--- src/rtl/sdf_acc_rr_if.sv ---
// Token-side and output-side handshake bundle of the sdf_acc_rr accumulate actor.
// The fabric (input FIFOs and the output FIFO) takes the master side; the actor takes the slave side.
interface sdf_acc_rr_if #(
  parameter int PORTS = 2,
  parameter int FLUX  = 2,
  parameter int WIDTH = 8
);
  logic [WIDTH*PORTS*FLUX-1:0] in_data;
  logic [PORTS*FLUX-1:0]       in_empty;
  logic [PORTS*FLUX-1:0]       in_read;
  logic                        out0_full;
  logic                        out0_wr;
  logic [WIDTH-1:0]            out0_data;

  modport master (
    output in_data, in_empty, out0_full,
    input  in_read, out0_wr, out0_data
  );

  modport slave (
    input  in_data, in_empty, out0_full,
    output in_read, out0_wr, out0_data
  );
endinterface

--- src/rtl/sdf_acc_rr.sv ---
// Multi-flux SDF accumulate actor with round-robin arbitration and optional block lock.
// Define SDF_ACC_SAT_EN for unsigned saturating accumulation; otherwise sums wrap modulo 2^DW.
module sdf_acc_rr #(
  parameter int PORTS    = 2,
  parameter int FLUX     = 2,
  parameter int WIDTH    = 8,
  parameter int NUM_OP   = 4,
  parameter bit EMIT_ALL = 1'b1,
  parameter bit LOCK     = 1'b1
) (
  input  logic         ck,
  input  logic         rst,
  input  logic         flush,
  sdf_acc_rr_if.slave  bus
);
  localparam int TW = $clog2(FLUX);
  localparam int DW = WIDTH - TW;
  localparam int CW = $clog2(NUM_OP);
  localparam logic [CW-1:0] CNT_LAST = CW'(NUM_OP - 1);

  localparam logic [0:0] ST_FREE = 1'b0;
  localparam logic [0:0] ST_HELD = 1'b1;

  logic [DW-1:0]   acc [FLUX];
  logic [CW-1:0]   cnt [FLUX];
  logic [TW-1:0]   rr_ptr;
  logic [TW-1:0]   lock_f;
  logic [0:0]      state;

  logic [FLUX-1:0] ready;
  logic [FLUX-1:0] cand;
  logic [TW-1:0]   sel;
  logic [TW-1:0]   probe;
  logic            found;
  logic            fire;
  logic            last;
  logic [DW-1:0]   sum;
  logic [DW:0]     step_sum;

  function automatic logic [TW-1:0] rr_add(input logic [TW-1:0] base, input int ofs);
    int s;
    s = int'(base) + ofs;
    if (s >= FLUX) s = s - FLUX;
    return TW'(s);
  endfunction

  // NOTE: every always_comb output gets a default first so no path leaves it unassigned (no latches).
  always_comb begin
    ready = '0;
    for (int f = 0; f < FLUX; f++) ready[f] = ~|bus.in_empty[f*PORTS +: PORTS];

    cand = ready;
    if (LOCK && state == ST_HELD) begin
      cand         = '0;
      cand[lock_f] = ready[lock_f];
    end

    sel   = '0;
    probe = '0;
    found = 1'b0;
    for (int i = 0; i < FLUX; i++) begin
      probe = rr_add(rr_ptr, i);
      if (!found && cand[probe]) begin
        found = 1'b1;
        sel   = probe;
      end
    end
  end

  assign fire = found & ~bus.out0_full & ~flush & ~rst;
  assign last = (cnt[sel] == CNT_LAST);

  // Each port is added one at a time so saturation clamps after every addition.
  always_comb begin
    sum      = acc[sel];
    step_sum = '0;
    for (int p = 0; p < PORTS; p++) begin
      step_sum = {1'b0, sum} + {1'b0, bus.in_data[(int'(sel)*PORTS + p)*WIDTH +: DW]};
`ifdef SDF_ACC_SAT_EN
      sum = step_sum[DW] ? {DW{1'b1}} : step_sum[DW-1:0];
`else
      sum = step_sum[DW-1:0];
`endif
    end
  end

  always_comb begin
    bus.in_read = '0;
    if (fire) bus.in_read[int'(sel)*PORTS +: PORTS] = {PORTS{1'b1}};
    bus.out0_wr   = fire & (EMIT_ALL | last);
    bus.out0_data = bus.out0_wr ? {sel, sum} : '0;
  end

  // NOTE: accumulators live in flops, not RAM, because flush must clear every flux in one cycle.
  // NOTE: sequential state uses non-blocking assignments only, so all flops see pre-edge values.
  always_ff @(posedge ck) begin
    if (rst || flush) begin
      for (int f = 0; f < FLUX; f++) begin
        acc[f] <= '0;
        cnt[f] <= '0;
      end
      rr_ptr <= '0;
      lock_f <= '0;
      state  <= ST_FREE;
    end else if (fire) begin
      if (last) begin
        acc[sel] <= '0;
        cnt[sel] <= '0;
      end else begin
        acc[sel] <= sum;
        cnt[sel] <= cnt[sel] + CW'(1);
      end
      rr_ptr <= rr_add(sel, 1);
      if (LOCK) begin
        case (state)
          ST_FREE: if (!last) begin
            state  <= ST_HELD;
            lock_f <= sel;
          end
          ST_HELD: if (last) state <= ST_FREE;
          default: state <= ST_FREE;
        endcase
      end
    end
  end
endmodule
--- src/flat_wrapper.sv ---
// flat-port wrapper written by rule: the top's interface ports become plain ports
module sdf_acc_rr_flat 
#(
  parameter int PORTS    = 2,
  parameter int FLUX     = 2,
  parameter int WIDTH    = 8,
  parameter int NUM_OP   = 4,
  parameter bit EMIT_ALL = 1'b1,
  parameter bit LOCK     = 1'b1
)
  (ck, rst, flush, bus_in_data, bus_in_empty, bus_out0_full, bus_in_read, bus_out0_wr, bus_out0_data);
  sdf_acc_rr_if #(.PORTS(PORTS), .FLUX(FLUX), .WIDTH(WIDTH)) bus_i ();
  input  logic ck;
  input  logic rst;
  input  logic flush;
  input wire logic [$bits(bus_i.in_data)-1:0] bus_in_data;
  input wire logic [$bits(bus_i.in_empty)-1:0] bus_in_empty;
  input wire logic [$bits(bus_i.out0_full)-1:0] bus_out0_full;
  output wire logic [$bits(bus_i.in_read)-1:0] bus_in_read;
  output wire logic [$bits(bus_i.out0_wr)-1:0] bus_out0_wr;
  output wire logic [$bits(bus_i.out0_data)-1:0] bus_out0_data;
  assign bus_i.in_data = bus_in_data;
  assign bus_i.in_empty = bus_in_empty;
  assign bus_i.out0_full = bus_out0_full;
  assign bus_in_read = bus_i.in_read;
  assign bus_out0_wr = bus_i.out0_wr;
  assign bus_out0_data = bus_i.out0_data;
  sdf_acc_rr #(.PORTS(PORTS), .FLUX(FLUX), .WIDTH(WIDTH), .NUM_OP(NUM_OP), .EMIT_ALL(EMIT_ALL), .LOCK(LOCK)) u_core (.ck(ck), .rst(rst), .flush(flush), .bus(bus_i));
endmodule
--- config.mk ---
export PLATFORM = sky130hd
export DESIGN_NAME = sdf_acc_rr_flat
export DESIGN_NICKNAME = d
export VERILOG_FILES = /design/src/rtl/sdf_acc_rr_if.sv /design/src/rtl/sdf_acc_rr.sv /design/src/flat_wrapper.sv
export SDC_FILE = /design/constraint.sdc
export NUM_CORES = 1
export LEC_CHECK = 0
export BUFFER_PORTS_ARGS = -buffer_cell sky130_fd_sc_hd__buf_2
export CORE_MARGIN = 1
export CORE_UTILIZATION = 50
export CTS_CLUSTER_DIAMETER = 30
export DETAILED_ROUTE_END_ITERATION = 10
export PLACE_DENSITY_LB_ADDON = 0.25
export REMOVE_ABC_BUFFERS = 1
export SYNTH_ARGS = -nofsm -noshare
export SYNTH_HDL_FRONTEND = slang
export SYNTH_SLANG_ARGS = --single-unit
--- constraint.sdc ---
create_clock -name ck -period 9.9 [get_ports ck]
set_input_delay 1.485 -clock ck [delete_from_list [all_inputs] [get_ports ck]]
set_output_delay 1.485 -clock ck [all_outputs]
set_load 0.1 [all_outputs]
After elaboration in Yosys (flattened, before gate mapping)
Memory sizes are Yosys's and may differ from the RTL's.
Index checks and enable logic that the tools add are counted.
{"block": "op_classes", "n_addsub": 10, "n_lt_le_gt_ge": 7, "eq_ne": 1, "shifts": 4, "mux": 36, "bitwise_logic": 12, "n_reduce_logical": 11}
{"op": "$neg 2->33", "count": 1}
{"op": "$shift 2x33->4 const A", "count": 1}
{"op": "$shiftx 2x33->4 const A", "count": 1}
{"op": "$shiftx 32x32->7", "count": 1}
{"op": "$shiftx 32x6->7", "count": 1}
{"op": "$mux 1", "count": 28}
{"op": "$add 7x7->7", "count": 2}
{"op": "$mux 7", "count": 2}
{"op": "$mux 8", "count": 1}
{"op": "$reduce_or 7->1", "count": 1}
{"op": "$lt 1x2->1 const B", "count": 3}
{"op": "$mux 2", "count": 3}
{"op": "$reduce_or 2->1", "count": 3}
{"op": "$not 1->1", "count": 5}
{"op": "$add 1x1->2 const B", "count": 2}
{"op": "$and 4x4->4", "count": 1}
{"op": "$ge 2x2->1 const B", "count": 2}
{"op": "$mux 4", "count": 1}
{"op": "$add 2x1->3 const B", "count": 1}
{"op": "$and 1x1->1", "count": 3}
{"op": "$logic_not 1->1", "count": 3}
{"op": "$reduce_and 3->1", "count": 1}
{"op": "$sub 1x1->1 const B", "count": 3}
{"op": "$add 2x1->2 const B", "count": 1}
{"op": "other kinds (8)", "count": 10}
{"block": "totals", "reg_bits": 3, "ramBits": 18, "output_inout_bits": 13, "elab_cells": 86, "mem_count": 2}
{"memory": "u_core.acc", "depth": 2, "width": 7, "read_ports": 1, "rd_clocked_by_memory_dff": 0, "write_ports": 2, "line_no": "sdf_acc_rr.sv:24", "text": "logic [DW-1:0] acc [FLUX];"}
{"memory": "u_core.cnt", "depth": 2, "width": 2, "read_ports": 1, "rd_clocked_by_memory_dff": 0, "write_ports": 2, "line_no": "sdf_acc_rr.sv:25", "text": "logic [CW-1:0] cnt [FLUX];"}

Longest topological paths before layout
Gate-level depths: netlist of run 1.
{"block": "logic_depth", "ltp_word": 21, "ltp_mapped": 14}

Least setup slack after synthesis of run 1
No wires, ideal clock.
{"block": "synth_timing", "path_type": "input to output", "from": "input port bus_in_empty[1]", "to": "output port bus_out0_data[6]", "arrival_ps": 5771, "t_required_ps": 8415, "setup_slack_ps": 2644, "path_stages": 12, "n_path_buf": 1, "cell_sequence": "or4_4 -> nand3_1 -> buf_2 -> mux2i_1 -> fa_1 -> inv_1 -> ha_1 -> a211oi_1 -> o21bai_1 -> a21o_1 -> a21o_1 -> a21oi_1"}
{"block": "synth_between", "elab_chain_len": 16}
{"element": "start: declaration", "line_no": "flat_wrapper.sv:17", "text": "input wire logic [$bits(bus_i.in_empty)-1:0] bus_in_empty;"}
{"element": "$reduce_or 2->1 *", "line_no": "sdf_acc_rr.sv:50", "text": "for (int f = 0; f < FLUX; f++) ready[f] = ~|bus.in_empty[f*PORTS +: PORTS];"}
{"element": "$logic_not 1->1 *", "line_no": "sdf_acc_rr.sv:50"}
{"element": "$mux 1 (not written as such) (2 in a row)", "line_no": "sdf_acc_rr.sv:55", "text": "cand[lock_f] = ready[lock_f];"}
{"element": "$and 2x2->2 (no source line)"}
{"element": "$mux 2 *", "line_no": "sdf_acc_rr.sv:53", "text": "if (LOCK && state == ST_HELD) begin"}
{"element": "$mux 1 (not written as such) (2 in a row)", "line_no": "sdf_acc_rr.sv:63", "text": "if (!found && cand[probe]) begin"}
{"element": "$mux 1", "line_no": "sdf_acc_rr.sv:63"}
{"element": "$logic_not 1->1", "line_no": "sdf_acc_rr.sv:63"}
{"element": "$logic_and 1x1->1", "line_no": "sdf_acc_rr.sv:63"}
{"element": "$mux 1", "line_no": "sdf_acc_rr.sv:63"}
{"element": "$shiftx 32x6->7 (tied with other cells)", "line_no": "sdf_acc_rr.sv:78", "text": "step_sum = {1'b0, sum} + {1'b0, bus.in_data[(int'(sel)*PORTS + p)*WIDTH +: DW]};"}
{"element": "$add 7x7->7 (tied with other cells)", "line_no": "sdf_acc_rr.sv:78"}
{"element": "$add 7x7->7 / $and 1x1->1 (equally long branches)", "line_no": "sdf_acc_rr.sv:78, sdf_acc_rr.sv:70"}
{"element": "$mux 8 *", "line_no": "sdf_acc_rr.sv:91", "text": "bus.out0_data = bus.out0_wr ? {sel, sum} : '0;"}
{"element": "end: declaration", "line_no": "flat_wrapper.sv:21", "text": "output wire logic [$bits(bus_i.out0_data)-1:0] bus_out0_data;"}
Mark *: on every way between the ends. The rest lies on a longest branch, timed or not. The select of a mux whose other input is x is not followed.

Final worst setup path of run 1
Same ends and word-level chain as after synthesis.

==> reports/results.txt, run 1 <==
CTS buffer count: 3
number of max-cap violations: 0
buffer levels on the longest clock path: 2
Unique masters post-synth: 31
maximum clock frequency: 145 MHz
DRC errors left: 8
total number of yosys warnings: 0
Peak supply drop: 0.000106 V
post-synthesis average cell area: 10.1 sq um
Bufs and invs on worst path: 3
Worst path max stage delay: 0.68 ns
number of synthesized flops with an enable pin: 18
R2R Path Start: u_core.state
starting density of the core: 54.0%
predominant post-synthesis flop cell: edfxtp_1
hold_buf cts: 0
cell count along the critical path: 13
clock period minus worst slack: 6.90 ns
total non-filler cell area in the finished layout: 1820 sq um
worst-skew pair later-pin latency: 0.30 ns
placed wire-length estimate: 2400 um
buffers inserted during post-CTS setup optimization: 0
area of the mapped netlist: 1530 sq um
fraction of synthesized cell area taken by the top area cell type: 35.4%
die height: 57.3 um
initial antenna violation count: 0
Fin Setup TNS: 0 ns
Tightest Pin Transition: 0.961 ns
number of placement rows: 19
startpoint of the most critical setup path: bus_in_empty[1]
core region area: 2830 sq um
relative max-transition margin: 35.7%
Crit path max-delay family: simple AND/OR/NAND/NOR gates
total overflow reported by the global router: 0
final number of hold-violating endpoints: 0
max-slew violation count: 0
post-layout net count: 253
portion of the clock cycle consumed by the worst path in the final layout: 69.7%
routability cong.: 0.761
arrival time at the worst endpoint: 5.42 ns
worst reg2reg path endpoint: u_core.acc[0][5]
fraction of final layout cells sized beyond drive strength 1: 28.6%
post-place setup slack: 3.00 ns
ordered cell list for the critical path: buf_2 > or4_4 > nand3_1 > mux2i_1 > fa_1 > inv_1 > ha_1 > a211oi_1 > o21bai_1 > a21o_1 > a21o_1 > a21oi_1 > buf_2
kind of start point of the critical path: input pin
reported leakage power: 0.967 nW
share of synthesized area occupied by flip-flops and latches: 39.3%
total chip power: 0.237 mW
ANT nets after route: 0
P&R area growth vs syn: 18.9%
Setup Viol. Count Final: 0
Synth Instances: 151
clock-pin slew reported for the worst setup and hold paths after clock tree synthesis: 0.12 ns
Top Ports: 53
power density over cell area: 131 nW/um^2
unrepaired setup endpoints after global routing: no
number of clock sinks seen by CTS: 21
number of vias in the routed layout: 1244
share of async-settable or async-resettable flops after synthesis: 0%
critical path capture point: bus_out0_data[6]
vias per cell: 5.41
Area contributors post-synth: edfxtp_1 (35%), mux2i_1 (12%), fa_1 (9.2%)
maximum number of pins on one net before global-route repair: 18
CTS-repair resized insts: 0
required arrival time at the worst endpoint: 8.42 ns
number of global-route vias before repair: 1286
final setup slack of the worst path: 3.00 ns
buffer cell driving the clock tree root: clkbuf_4
failing checks: DRC
area of placed instances: 1790 sq um
r2r setup slk: 5.84 ns
Hold Worst Slack: 0.505 ns
total number of H-tree levels: 1
Synth area leader: edfxtp_1
clock tree from TritonCTS: done
number of antenna diodes: 0
number of search-and-repair iterations in the first detailed-routing pass: 7
input/output buffers: 48
maximum fanout encountered on the critical timing path: 17
mean routed wirelength per cell: 13.5 um
CP max-delay cell: nand3_1
Worst R2R Path Depth: 13
Crit Path Class: input pin to output port
Seq cells post-synth: 21
die area: 3280 sq um
clk_skew: 0.00129 ns
crit path capture type: output port
status: finished, violations left
worst min path class: register to register
routed wire length: 3120 um
violation count after the first detailed-routing iteration: 62
GRT Overall Usage: 21.0%
first-pass GRT wire length: 5300 um
die boundary width: 57.3 um
[through the flow]
stage	utilization (%)	instances
after global routing	64.3	230
after detailed placement	63.2	226
after global placement	63.2	226
after floorplan	-	145
final	64.3	230
after CTS	64.3	230
[synthesized netlist by cell type (2+ instances only)]
cell      instances
nand3_1           2
a211oi_1          2
edfxtp_1         18
o21ai_0           5
buf_4             3
a21o_1            5
fa_1              7
ha_1              6
inv_1            15
mux2i_1          18
clkbuf_1          2
nand2_1           8
or3_1             3
a21oi_1           8
dfxtp_1           3
nor2_1           29
xor2_1            3
[worst register-to-register path: stages, from the launching register on]
cell	delay, ns
dfxtp_1	0.38
or4_4	0.59
nand3_1	0.68
mux2i_1	0.26
fa_1	0.59
inv_1	0.04
ha_1	0.23
inv_1	0.08
fa_1	0.21
inv_1	0.05
a21o_1	0.17
a21oi_1	0.19
xor2_1	0.26
nor2_1	0.07
[worst min path at each step]
stage                   from            end  cells after the start
2_1_floorplan  u_core.lock_f  u_core.lock_f                      2
3_3_place_gp   u_core.rr_ptr  u_core.rr_ptr                      2
3_5_place_dp   u_core.lock_f  u_core.lock_f                      2
4_1_cts        u_core.lock_f  u_core.lock_f                      2
5_1_grt        u_core.lock_f  u_core.lock_f                      2
6_report       u_core.lock_f  u_core.lock_f                      2
[logic make-up after synthesis]
family | after synthesis | share of synthesized area, %
AOI/OAI and AO/OA | 25 | 9.98
buffers and inverters | 21 | 5.97
adders and majority gates | 13 | 14.1
DFF | 21 | 39.3
xor gates and xnor gates | 5 | 4.75
muxes | 18 | 11.8
and+or+nand+nor | 48 | 14.2
[cells in the final DEF (no fill, tap or decap), types with 5 or more instances in the layout]
cell / count
inv_1: 15
nand2_1: 8
a21o_1: 5
a21oi_1: 8
o21ai_0: 5
fa_1: 7
buf_2: 48
mux2i_1: 18
nor2_1: 29
edfxtp_1: 18
ha_1: 6
[area by class of cell]
class | count | area [sq um]
multi-input cells | 109 | 837
clock buffers | 3 | 22.5
flip-flops and latches | 21 | 601
well taps | 31 | 38.8
clock inverters | 1 | 7.51
repair buffers | 50 | 255
fillers | 243 | 1010
inverters | 15 | 56.3
[flip-flops by register name, summed over array words and instances, names as in the netlist]
name	cells
u_core.lock_f	1
u_core.cnt	4
u_core.acc	14
u_core.rr_ptr	1
u_core.state	1
[report_power, final]
| part | internal [mW] | total [mW] | switching [mW] | leakage, nW |
|---|---|---|---|---|
| Combinational | 0.0360 | 0.0936 | 0.0576 | 0.727 |
| Sequential | 0.101 | 0.102 | 0.00142 | 0.226 |
| Clock | 0.0153 | 0.0418 | 0.0264 | 0.0139 |
| Total | 0.152 | 0.237 | 0.0855 | 0.967 |
[routing by layer]
layer	up-vias	global-route usage (%)	wire [um]
li1	620	-	-
met1	583	24.4	1300
met2	37	39.8	1650
met3	4	2.27	130
met4	0	7.67	42
met5	-	0	0
No activity file was read; power rests on OpenSTA's default activity.
==> run 2: changes to the inputs <==
CORE_UTILIZATION = 45   (was 50)
clock period = 6.2 ns   (was 9.9 ns; I/O delays follow)
==> run 2 against run 1 <==
  * The flow now finishes without violations
  * Count of clock-buffer cells in the layout grew 1
  * Critical path depth is the same
  * Routed wire length grew 2.4%
  * Utilization shrank 5.3 points
  * First-iteration DRC count shrank 58%
  * Via count shrank 0.16%
  * Register-to-register slack lost 3.4 ns
  * Power grew 58%
  * Largest cell class unchanged
  * Largest power group unchanged
==> reports/results.txt, run 2 (synthesized netlist as in run 1, its figures left out) <==
number of global-route vias before repair: 1266 (was 1286)
required arrival time at the worst endpoint: 5.27 ns (was 8.42 ns)
DRC errors left: 0 (was 8)
routability cong.: 0.770 (was 0.761)
number of max-cap violations: 0 (unchanged)
leading registers by flop count: u_core.acc (14), u_core.cnt (4) (unchanged)
multi-input combinational cell area: 837 sq um (unchanged)
GRT Overall Usage: 19.9% (was 21.0%)
reported leakage power: 0.977 nW (was 0.967 nW)
violation count after the first detailed-routing iteration: 26 (was 62)
die height: 60.3 um (was 57.3 um)
number of clock sinks seen by CTS: 21 (unchanged)
ordered cell list for the critical path: buf_2 > or4_4 > nand3_1 > mux2i_1 > fa_1 > inv_1 > ha_1 > a211oi_1 > o21bai_1 > a21o_1 > a21o_1 > a21oi_1 > buf_2 (unchanged)
highest metal used: met4 (unchanged)
maximum clock frequency: 181 MHz
routed wire length: 3190 um (was 3120 um)
maximum number of pins on one net before global-route repair: 13 (was 18)
number of placement rows: 20 (was 19)
total non-filler cell area in the finished layout: 1850 sq um (was 1820 sq um)
fraction of final layout cells sized beyond drive strength 1: 28.9% (was 28.6%)
worst-skew pair later-pin latency: 0.29 ns (was 0.30 ns)
initial antenna violation count: 0 (unchanged)
placed wire-length estimate: 2530 um (was 2400 um)
max reg flops: 14 (unchanged)
P&R area growth vs syn: 20.7% (was 18.9%)
portion of the clock cycle consumed by the worst path in the final layout: 88.9%
number of antenna diodes: 0 (unchanged)
area of placed instances: 1820 sq um (was 1790 sq um)
crit path capture type: output port (unchanged)
clock period minus worst slack: 5.51 ns
first-pass GRT wire length: 5330 um (was 5300 um)
footprint of the flip-flops and latches: 601 sq um (unchanged)
final number of hold-violating endpoints: 0 (unchanged)
arrival time at the worst endpoint: 4.58 ns (was 5.42 ns)
total number of H-tree levels: 1 (unchanged)
die boundary width: 60.3 um (was 57.3 um)
kind of start point of the critical path: input pin (unchanged)
worst min path class: register to register (unchanged)
hold_buf cts: 0 (unchanged)
Hold Worst Slack: 0.503 ns (was 0.505 ns)
max-slew violation count: 0 (unchanged)
buffers inserted during post-CTS setup optimization: 0 (unchanged)
met2 layer wire length in the routed design: 1660 um (was 1650 um)
clock tree from TritonCTS: done (unchanged)
Crit Path Class: input pin to output port (unchanged)
ANT nets after route: 0 (unchanged)
Fin Setup TNS: 0 ns (unchanged)
number of search-and-repair iterations in the first detailed-routing pass: 4 (was 7)
status: finished clean (was finished, violations left)
post-layout net count: 255 (was 253)
routed metal-1 wire length: 1400 um (was 1300 um)
Top Ports: 53 (unchanged)
die area: 3630 sq um (was 3280 sq um)
Tightest Pin Transition: 0.713 ns (was 0.961 ns)
vias per cell: 5.07 (was 5.41)
clk_skew: 0.00459 ns (was 0.00129 ns)
most frequent standard cell in the layout excluding fill and tap cells: buf_2 (unchanged)
CTS-repair resized insts: 0 (unchanged)
mean routed wirelength per cell: 13.0 um (was 13.5 um)
Peak supply drop: 0.000111 V (was 0.000106 V)
buffer cell driving the clock tree root: clkbuf_4 (unchanged)
register ranked first by flip-flop count: u_core.acc (unchanged)
count of filler cells inserted in the layout: 284 (was 243)
starting density of the core: 48.9% (was 54.0%)
CTS buffer count: 3 (unchanged)
top library cells by usage in the layout, fill and taps aside: buf_2 (48), nor2_1 (29), mux2i_1 (18), edfxtp_1 (18), inv_1 (15) (unchanged)
clock-pin slew reported for the worst setup and hold paths after clock tree synthesis: 0.12 ns (about the same)
sum of met3 wire segment lengths after detailed routing: 114 um (was 130 um)
number of vias in the routed layout: 1242 (was 1244)
unrepaired setup endpoints after global routing: no (unchanged)
power density over cell area: 203 nW/um^2 (was 131 nW/um^2)
total overflow reported by the global router: 0 (unchanged)
CP max-delay cell: fa_1 (was nand3_1)
Worst path max stage delay: 0.62 ns (was 0.68 ns)
Setup Viol. Count Final: 0 (unchanged)
maximum fanout encountered on the critical timing path: 9 (was 17)
relative max-transition margin: 52.2% (was 35.7%)
core region area: 3130 sq um (was 2830 sq um)
buffer levels on the longest clock path: 2 (unchanged)
input/output buffers: 48 (unchanged)
==> run 2: changes by cell type in the layout (fill, tap and decap cells not counted), sizes merged <==
cell      delta
buf          +2
clkbuf       +1
clkinvlp     -1
==> run 2: final cells by class <==
type | instances | share of cell area [%]
Clock buffer | 4 | 1.42
Inverter | 15 | 3.05
Multi-Input combinational cell | 109 | 45.4
Sequential cell | 21 | 32.5
Tap cell | 44 | 2.98
Timing Repair Buffer | 52 | 14.6
==> run 2: where the power goes <==
group | switching (mW) | leakage (nW) | internal [mW]
registers | 0.00244 | 0.226 | 0.161
clock network | 0.0396 | 0.0150 | 0.0250
logic | 0.0899 | 0.736 | 0.0579
total | 0.132 | 0.977 | 0.243
==> run 2: stage by stage <==
stage	util, %	worst slack [ns]	power [mW]	instances
after CTS	59.0	0.659	0.380	245
after detailed placement	58.2	0.676	0.315	241
after floorplan	-	-0.335	0.278	145
after global placement	58.2	0.758	0.309	241
after global routing	59.0	0.450	0.401	245
final	59.0	0.689	0.375	245
==> run 2: final timing paths <==
kind	start	endpoint	slack [ns]	depth (start not counted)
setup / recovery	bus_in_empty[1]	bus_out0_data[6]	0.69	13
setup reg to reg	u_core.state	u_core.acc[0][5]	2.43	14
hold reg to reg	u_core.lock_f	u_core.lock_f	0.50	2
hold / removal	u_core.lock_f	u_core.lock_f	0.50	2
==> run 2: layer usage <==
metal / track usage [%] / vias up
met5: 0 / -
met4: 5.65 / 0
met3: 2.81 / 2
met1: 22.9 / 591
met2: 37.7 / 24
li1: - / 625
==> run 2: worst max-delay path, delay by kind of cell <==
kind                       cells  cell delay (ns)
AOI/OAI and AO/OA              5             0.96
adders and majority gates      2             0.93
muxes                          1             0.20
buffers and inverters          3             0.61
and+or+nand+nor                2             0.95
==> run 3: changes to the inputs <==
RECOVER_POWER = 50   (was default)
==> run 3 against run 2 <==
  * Combinational power is essentially flat
  * Clock power hardly changed
  * Power fell by 0.38%
  * First-iteration DRC count is 15% lower
  * Highest routed layer unchanged
  * Count of clock-buffer cells in the layout unchanged
  * Sequential power hardly changed
  * Utilization down 0.48 points
  * Cell count did not move
  * Largest cell class unchanged
  * Clock skew barely moved
  * Die area stayed put
  * Worst setup slack lost 0.11 ns
==> reports/results.txt, run 3 (synthesized netlist as in run 1, its figures left out) <==
Hold Worst Slack: 0.502 ns (was 0.503 ns)
top library cells by usage in the layout, fill and taps aside: buf_2 (48), nor2_1 (29), mux2i_1 (18), edfxtp_1 (18), inv_1 (15) (unchanged)
unrepaired setup endpoints after global routing: no (unchanged)
number of placement rows: 20 (unchanged)
leading registers by flop count: u_core.acc (14), u_core.cnt (4) (unchanged)
post-place setup slack: 0.676 ns (unchanged)
number of global-route vias before repair: 1266 (unchanged)
Top Ports: 53 (unchanged)
CTS-repair resized insts: 0 (unchanged)
GRT Overall Usage: 19.9% (unchanged)
status: finished clean (unchanged)
Worst R2R Path Depth: 14 (unchanged)
final number of hold-violating endpoints: 0 (unchanged)
power density over cell area: 204 nW/um^2 (was 203 nW/um^2)
ANT nets after route: 0 (unchanged)
most frequent standard cell in the layout excluding fill and tap cells: buf_2 (unchanged)
Peak supply drop: 0.000111 V (about the same)
DRC errors left: 0 (unchanged)
register ranked first by flip-flop count: u_core.acc (unchanged)
total overflow reported by the global router: 0 (unchanged)
routed wire length: 3190 um (about the same)
Tightest Pin Transition: 1.14 ns (was 0.713 ns)
maximum fanout encountered on the critical timing path: 9 (unchanged)
total number of H-tree levels: 1 (unchanged)
core region area: 3130 sq um (unchanged)
cell count after placement: 241 (unchanged)
Crit Path Class: input pin to output port (unchanged)
post-layout instance count excluding filler cells: 245 (unchanged)
number of search-and-repair iterations in the first detailed-routing pass: 4 (unchanged)
violation count after the first detailed-routing iteration: 22 (was 26)
first-pass GRT wire length: 5330 um (unchanged)
required arrival time at the worst endpoint: 5.27 ns (about the same)
die height: 60.3 um (unchanged)
P&R area growth vs syn: 19.7% (was 20.7%)
maximum clock frequency: 178 MHz (was 181 MHz)
die area: 3630 sq um (unchanged)
CTS buffer count: 3 (unchanged)
clock-pin slew reported for the worst setup and hold paths after clock tree synthesis: 0.12 ns (about the same)
clk_skew: 0.00468 ns (was 0.00459 ns)
buffer levels on the longest clock path: 2 (unchanged)
clock tree from TritonCTS: done (unchanged)
die boundary width: 60.3 um (unchanged)
number of vias in the routed layout: 1249 (was 1242)
clock period minus worst slack: 5.62 ns (was 5.51 ns)
portion of the clock cycle consumed by the worst path in the final layout: 90.6% (was 88.9%)
placed wire-length estimate: 2530 um (unchanged)
hold path startpoint: u_core.lock_f (unchanged)
fraction of final layout cells sized beyond drive strength 1: 26.9% (was 28.9%)
post-layout net count: 255 (unchanged)
arrival time at the worst endpoint: 4.69 ns (was 4.58 ns)
buffer cell driving the clock tree root: clkbuf_4 (unchanged)
worst min path class: register to register (unchanged)
number of max-cap violations: 0 (unchanged)
hold_buf cts: 0 (unchanged)
worst hold path cell count: 2 (unchanged)
worst-skew pair later-pin latency: 0.29 ns (about the same)
Fin Setup TNS: 0 ns (unchanged)
startpoint of the most critical setup path: bus_in_empty[1] (unchanged)
max reg flops: 14 (unchanged)
reported leakage power: 0.966 nW (was 0.977 nW)
final setup slack of the worst path: 0.583 ns (was 0.689 ns)
starting density of the core: 48.9% (unchanged)
count of filler cells inserted in the layout: 288 (was 284)
Setup Viol. Count Final: 0 (unchanged)
initial antenna violation count: 0 (unchanged)
R2R Path Start: u_core.state (unchanged)
number of antenna diodes: 0 (unchanged)
relative max-transition margin: 23.4% (was 52.2%)
vias per cell: 5.10 (was 5.07)
kind of start point of the critical path: input pin (unchanged)
crit path capture type: output port (unchanged)
maximum number of pins on one net before global-route repair: 13 (unchanged)
max-slew violation count: 0 (unchanged)
routability cong.: 0.770 (unchanged)
buffers inserted during post-CTS setup optimization: 0 (unchanged)
number of clock sinks seen by CTS: 21 (unchanged)
input/output buffers: 48 (unchanged)
mean routed wirelength per cell: 13.0 um (about the same)
run 3: area by class of cell:
| type | count | area, sq um | share of cell area (%) |
|---|---|---|---|
| Tap cell | 44 | 55.1 | 3.01 |
| Clock buffer | 4 | 26.3 | 1.44 |
| Timing Repair Buffer | 52 | 259 | 14.1 |
| Inverter | 15 | 56.3 | 3.08 |
| Multi-Input combinational cell | 109 | 833 | 45.5 |
| Sequential cell | 21 | 601 | 32.8 |
run 3: path summary, 6_finish.rpt:
| kind | end | slack, ns |
|---|---|---|
| min | u_core.lock_f | 0.50 |
| min reg2reg | u_core.lock_f | 0.50 |
| max | bus_out0_data[5] | 0.58 |
| max reg2reg | u_core.acc[0][5] | 2.20 |
run 3: worst max-delay path: stages:
cell and delay (ns):
buf_2 0.10, or4_1 0.55, nand3_1 0.47, clkbuf_1 0.35
mux2i_1 0.16, fa_1 0.43, inv_1 0.07, ha_1 0.19
inv_1 0.07, fa_1 0.41, inv_1 0.07, a21o_1 0.11
a21oi_1 0.07, xor2_1 0.17, nor2_1 0.09, buf_2 0.43
run 3: power breakdown:
group	leakage [nW]	internal, mW	switching [mW]
sequential	0.226	0.161	0.00242
combinational	0.725	0.0567	0.0899
clock	0.0150	0.0250	0.0394
total	0.966	0.242	0.132
run 3: layer usage:
layer | vias to the layer above | part of all wire [%] | track usage (%) | routed length, um
met3 | 2 | 4.5 | 2.81 | 144
met4 | 0 | 0.53 | 5.65 | 17
li1 | 624 | - | - | -
met5 | - | 0 | 0 | 0
met2 | 34 | 53 | 37.7 | 1690
met1 | 589 | 42 | 22.9 | 1330
run 3: per-stage QoR:
step | power, mW | utilization (%) | area [sq um]
finish | 0.374 | 58.5 | 1830
global route | 0.400 | 58.5 | 1830
CTS | 0.380 | 59.0 | 1850
detailed placement | 0.315 | 58.2 | 1820
global placement | 0.309 | 58.2 | 1820
floorplan | 0.278 | - | 1490
